**config.mk**
```make
export PLATFORM = sky130hd
export DESIGN_NAME = sub_shift_rows
export DESIGN_NICKNAME = d
export VERILOG_FILES = /design/src/rtl/sub_shift_rows.sv
export SDC_FILE = /design/constraint.sdc
export NUM_CORES = 2
export LEC_CHECK = 0
export ABC_CLOCK_PERIOD_IN_PS = 43700
export CAP_MARGIN = 25
export CORE_MARGIN = 5
export CORE_UTILIZATION = 65
export DETAILED_ROUTE_END_ITERATION = 6
export PLACE_DENSITY = 0.84
export SYNTH_ARGS = -nofsm -noshare
export SYNTH_HDL_FRONTEND = slang
export SYNTH_SLANG_ARGS = --single-unit
export TNS_END_PERCENT = 10
```
**constraint.sdc**
```tcl
create_clock -name clk -period 43.7 [get_ports clk]
set_input_delay 8.74 -clock clk [delete_from_list [all_inputs] [get_ports clk]]
set_output_delay 8.74 -clock clk [all_outputs]
set_load 0.02 [all_outputs]
```
**src/rtl/sub_shift_rows.sv**
```systemverilog
// Iterative AES SubBytes + ShiftRows: one output column per cycle through four
// shared S-boxes, with a valid/ready handshake on both sides.
module sub_shift_rows #(
  parameter int N = 127
) (
  input  logic       clk,
  input  logic       rst_n,
  input  logic       in_valid,
  output logic       in_ready,
  input  logic [N:0] state_matrix_in,
  output logic       out_valid,
  input  logic       out_ready,
  output logic [N:0] state_matrix_out,
  output logic       busy
);

  typedef enum logic [1:0] {
    IDLE = 2'd0,
    BUSY = 2'd1,
    DONE = 2'd2
  } state_e;

  state_e     state_q, state_d;
  logic [1:0] col_idx_q, col_idx_d;
  logic [N:0] in_reg_q, in_reg_d;
  logic [N:0] out_reg_q, out_reg_d;
  logic       in_ready_q, in_ready_d;
  logic       out_valid_q, out_valid_d;
  logic       busy_q, busy_d;

  logic [7:0]  in_byte_s [4][4];
  logic [7:0]  sbox_in_s [4];
  logic [7:0]  sbox_out_s [4];
  logic [31:0] col_word_s;

  function automatic logic [7:0] gf_mul(input logic [7:0] a, input logic [7:0] b);
    logic [7:0] p;
    logic [7:0] aa;
    p  = 8'h00;
    aa = a;
    for (int i = 0; i < 8; i++) begin
      if (b[i]) p = p ^ aa;
      else      p = p;
      aa = {aa[6:0], 1'b0} ^ (aa[7] ? 8'h1b : 8'h00);
    end
    return p;
  endfunction

  // Inverse as x^254 (x^2 * x^4 * ... * x^128); zero maps to zero naturally.
  function automatic logic [7:0] sbox(input logic [7:0] x);
    logic [7:0] sq;
    logic [7:0] inv;
    logic [7:0] cst;
    logic [7:0] s;
    sq  = x;
    inv = 8'h01;
    for (int i = 1; i < 8; i++) begin
      sq  = gf_mul(sq, sq);
      inv = gf_mul(inv, sq);
    end
    cst = 8'h63;
    for (int i = 0; i < 8; i++) begin
      s[i] = inv[i] ^ inv[(i + 4) % 8] ^ inv[(i + 5) % 8] ^
             inv[(i + 6) % 8] ^ inv[(i + 7) % 8] ^ cst[i];
    end
    return s;
  endfunction

  // Row r of output column col_idx comes from input column (col_idx + r) mod 4.
  always_comb begin
    for (int c = 0; c < 4; c++) begin
      for (int r = 0; r < 4; r++) begin
        in_byte_s[r][c] = in_reg_q[N - 8 * (4 * c + r) -: 8];
      end
    end
    for (int r = 0; r < 4; r++) begin
      sbox_in_s[r]  = in_byte_s[r][col_idx_q + 2'(r)];
      sbox_out_s[r] = sbox(sbox_in_s[r]);
    end
    col_word_s = {sbox_out_s[0], sbox_out_s[1], sbox_out_s[2], sbox_out_s[3]};
  end

  // Next-state and datapath update.
  always_comb begin
    state_d     = state_q;
    col_idx_d   = col_idx_q;
    in_reg_d    = in_reg_q;
    out_reg_d   = out_reg_q;
    in_ready_d  = in_ready_q;
    out_valid_d = out_valid_q;
    busy_d      = busy_q;
    case (state_q)
      IDLE: begin
        if (in_valid && in_ready_q) begin
          in_reg_d   = state_matrix_in;
          col_idx_d  = 2'd0;
          state_d    = BUSY;
          in_ready_d = 1'b0;
          busy_d     = 1'b1;
        end else begin
          in_ready_d = 1'b1;
        end
      end
      BUSY: begin
        case (col_idx_q)
          2'd0:    out_reg_d[N -: 32]      = col_word_s;
          2'd1:    out_reg_d[N - 32 -: 32] = col_word_s;
          2'd2:    out_reg_d[N - 64 -: 32] = col_word_s;
          2'd3:    out_reg_d[N - 96 -: 32] = col_word_s;
          default: out_reg_d = out_reg_q;
        endcase
        if (col_idx_q == 2'd3) begin
          col_idx_d   = 2'd0;
          state_d     = DONE;
          busy_d      = 1'b0;
          out_valid_d = 1'b1;
        end else begin
          col_idx_d = col_idx_q + 2'd1;
        end
      end
      DONE: begin
        if (out_ready) begin
          state_d     = IDLE;
          out_valid_d = 1'b0;
          in_ready_d  = 1'b1;
        end else begin
          out_valid_d = 1'b1;
        end
      end
      default: begin
        state_d     = IDLE;
        col_idx_d   = 2'd0;
        in_ready_d  = 1'b1;
        out_valid_d = 1'b0;
        busy_d      = 1'b0;
      end
    endcase
  end

  // State and output registers.
  always_ff @(posedge clk or negedge rst_n) begin
    if (!rst_n) begin
      state_q     <= IDLE;
      col_idx_q   <= 2'd0;
      in_reg_q    <= '0;
      out_reg_q   <= '0;
      in_ready_q  <= 1'b1;
      out_valid_q <= 1'b0;
      busy_q      <= 1'b0;
    end else begin
      state_q     <= state_d;
      col_idx_q   <= col_idx_d;
      in_reg_q    <= in_reg_d;
      out_reg_q   <= out_reg_d;
      in_ready_q  <= in_ready_d;
      out_valid_q <= out_valid_d;
      busy_q      <= busy_d;
    end
  end

  assign in_ready         = in_ready_q;
  assign out_valid        = out_valid_q;
  assign busy             = busy_q;
  assign state_matrix_out = out_reg_q;

endmodule
```
==> flow_metrics.tcl <==
set metrics [dict create \
    status "finished, violations left" \
    violations "design-rule violations" \
    synth_cells 9001 \
    fin_skew_ns 0.0266 \
    die_area_sq_um 115000 \
    grt_first_pass_wirelength_mm 341 \
    finalCritPeriodShare_pct 47.5 \
    async_reset_ff_share_pct 100 \
    synth_top_area_share_pct 20.7 \
    drt-vias-per-instance 6.50 \
    synth_top_area_cell "xnor2_1" \
    htree_levels 1 \
    syn_area_per_cell_sq_um 7.79 \
    critPathMaxFanout 35 \
    dr_wl_met3_mm 20.0 \
    fin_tns_setup_ns 0 \
    clockBufferDepth 3 \
    worst-slew-pin-transition_ns 1.12 \
    antenna_cells 0 \
    cts_hold_buf 0 \
    layout_min_cycle_time_ns 20.77 \
    fmax_mhz 48.1 \
    cts_setup_buffers 0 \
    synth_edf_count 0 \
    fin_nets 9115 \
    via_count 67400 \
    seqCellArea_sq_um 6580 \
    cts.sinks 263 \
    post_cts_resized 0 \
    root_buffer "clkbuf_16" \
    final_cell_mix "1,611 x xnor2_1, 1,153 x nor2_1, 1,035 x nand2_1, 432 x a21oi_1, 423 x xor2_1" \
    wl_met2_mm 98.3 \
    wl_per_cell_um 20.4 \
    drc_errors 5 \
    syn-num-nets 9168 \
    postRouteAntennaNets 0 \
    wl_met1_mm 85.1 \
    wl_mm 211 \
    critPathKind "register to register" \
    holdWs_ns 0.486 \
    yosysSeqAreaShare_pct 9.39 \
    grt_pass1_vias 63800 \
    core_area_sq_um 107000 \
    multi_input_area_sq_um 61000 \
    cp_data_arrival_time_ns 21.20 \
    ys_warn_count 0 \
    finalHoldViolations 0 \
    path_clk_slew_ns 0.07 \
    drt_iter0_markers 8067 \
    antenna_found_initial 1 \
    clock_latency_ns 0.58 \
    path_common_cell "xnor2_1" \
    synth_area_sq_um 70100 \
    std_cell_rows 120 \
    hold_path.class "register to register" \
    die_w_um 338 \
    synthTopCellsByArea "xnor2_1 21%, dfrtp_1 9.4%, xnor3_1 8.5%, nor2_1 6.2%, nand2_1 5.6%" \
    drv_slew 0 \
    setup_viol 0 \
    hpwlAfterDp_mm 152 \
    end_kind "register" \
    ioPinCount 263 \
    maxCapViolCount 0 \
    synth_cell_types 125 \
    start_kind "register" \
    synthFlopType "dfrtp_1" \
    fillers 8449 \
    io_buffers 262 \
    syn_to_final_growth_pct 7.43 \
    layout-drive-gt1-share_pct 10.4 \
    grt_setup_unrepaired "no" \
    top_layer "met5" \
    layout.cells.most_common "xnor2_1" \
    grt_usage_pct 34.7 \
    overflow 0 \
    critical-path-slowest-cell "mux4_2" \
    crit_required_ns 44.13 \
    gp_congestion 0.994 \
    die_h_um 338 \
    cts_tree "yes" \
    first_pass_iters 7 \
    start_util_pct 65.5 \
    cts-buffers-inserted 27 \
    relSlewSlack_pct 24.6 \
    grt_max_degree 122 \
    max_stage_delay_ns 0.80 \
    synth-seq-cells 263 \
]
[flip-flops by register name (all words and copies together), names as in the netlist]
signal and cells:
in_reg_q 128, col_idx_q 2, state_matrix_out 128, out_valid 1, busy 1, state_q 2
in_ready 1
[stage by stage]
| step | util (%) | worst slack, ns | instances | instance area [sq um] |
|---|---|---|---|---|
| 6_report | 70.3 | 22.93 | 10400 | 75300 |
| 5_1_grt | 70.3 | 21.85 | 10400 | 75300 |
| 4_1_cts | 70.2 | 23.28 | 10400 | 75200 |
| 3_5_place_dp | 69.4 | 23.29 | 10300 | 74300 |
| 3_3_place_gp | 69.3 | 23.45 | 10300 | 74200 |
| 2_1_floorplan | - | 26.04 | 9001 | 70100 |
[final timing paths]
| kind | startpoint | end | slack, ns | cells past startpoint |
|---|---|---|---|---|
| hold / removal | state_matrix_out[47]$_DFFE_PN0P_ | state_matrix_out[47]$_DFFE_PN0P_ | 0.49 | 2 |
| setup / recovery | col_idx_q[0]$_DFFE_PN0P_ | state_matrix_out[92]$_DFFE_PN0P_ | 22.93 | 61 |
| setup reg to reg | col_idx_q[0]$_DFFE_PN0P_ | state_matrix_out[92]$_DFFE_PN0P_ | 22.93 | 61 |
| hold reg to reg | state_matrix_out[47]$_DFFE_PN0P_ | state_matrix_out[47]$_DFFE_PN0P_ | 0.49 | 2 |
| max in group asynchronous | rst_n | in_reg_q[74]$_DFFE_PN0P_ | 33.39 | 4 |
| min in group asynchronous | rst_n | state_matrix_out[80]$_DFFE_PN0P_ | 8.24 | 1 |
[per-layer routing]
metal | GRT usage (%) | vias to the layer above
li1 | - | 31000
met4 | 11.9 | 2
met1 | 46.9 | 31900
met2 | 57.6 | 3846
met3 | 4.63 | 653
met5 | 0 | -
[worst max-delay path, delay by kind of cell, from the launching register on]
kind / cells / cell delay [ns]
AO/OA/AOI/OAI: 9 / 2.76
XOR/XNOR: 31 / 10.14
adder cells (fa/ha/maj): 4 / 2.39
buffers and inverters: 5 / 2.05
flip-flops: 1 / 0.36
multiplexers: 3 / 1.62
AND/OR/NAND/NOR: 9 / 1.20
[Yosys cell counts (50+ instances only)]
master / n
clkbuf_1: 396
nor2b_1: 52
inv_1: 66
a22oi_1: 58
a21oi_1: 432
nand3_1: 204
or3_1: 52
a31oi_1: 87
o21ai_0: 373
o22ai_1: 112
xor2_1: 436
and2_1: 60
mux2_2: 170
o211ai_1: 74
a211oi_1: 91
dfrtp_1: 262
nand2b_1: 50
buf_2: 142
o21ai_1: 140
nor3_1: 216
nor2_1: 1155
xnor3_1: 266
xnor2_2: 127
nand2_1: 1039
mux2i_1: 227
xnor2_1: 1657
[area by class of cell]
class,instances,area share [%]
multi-input combinational,8037,81.0
sequential,263,8.74
timing repair buffer,525,6.18
tap,1403,2.33
clock buffer,32,0.962
inverter,94,0.469
clock inverter,16,0.268
[kinds of logic after synthesis]
| family | after synthesis | share of synthesized area, % |
|---|---|---|
| compound gates | 1862 | 17.4 |
| mux | 440 | 7.20 |
| fa+ha+maj | 36 | 0.639 |
| buf+inv | 701 | 4.22 |
| xor+xnor | 2624 | 42.1 |
| flops | 263 | 9.39 |
| simple gates | 3075 | 19.1 |
Power is not shown: default switching activity piles up to over one toggle a cycle in this logic, so the estimate is an artifact.
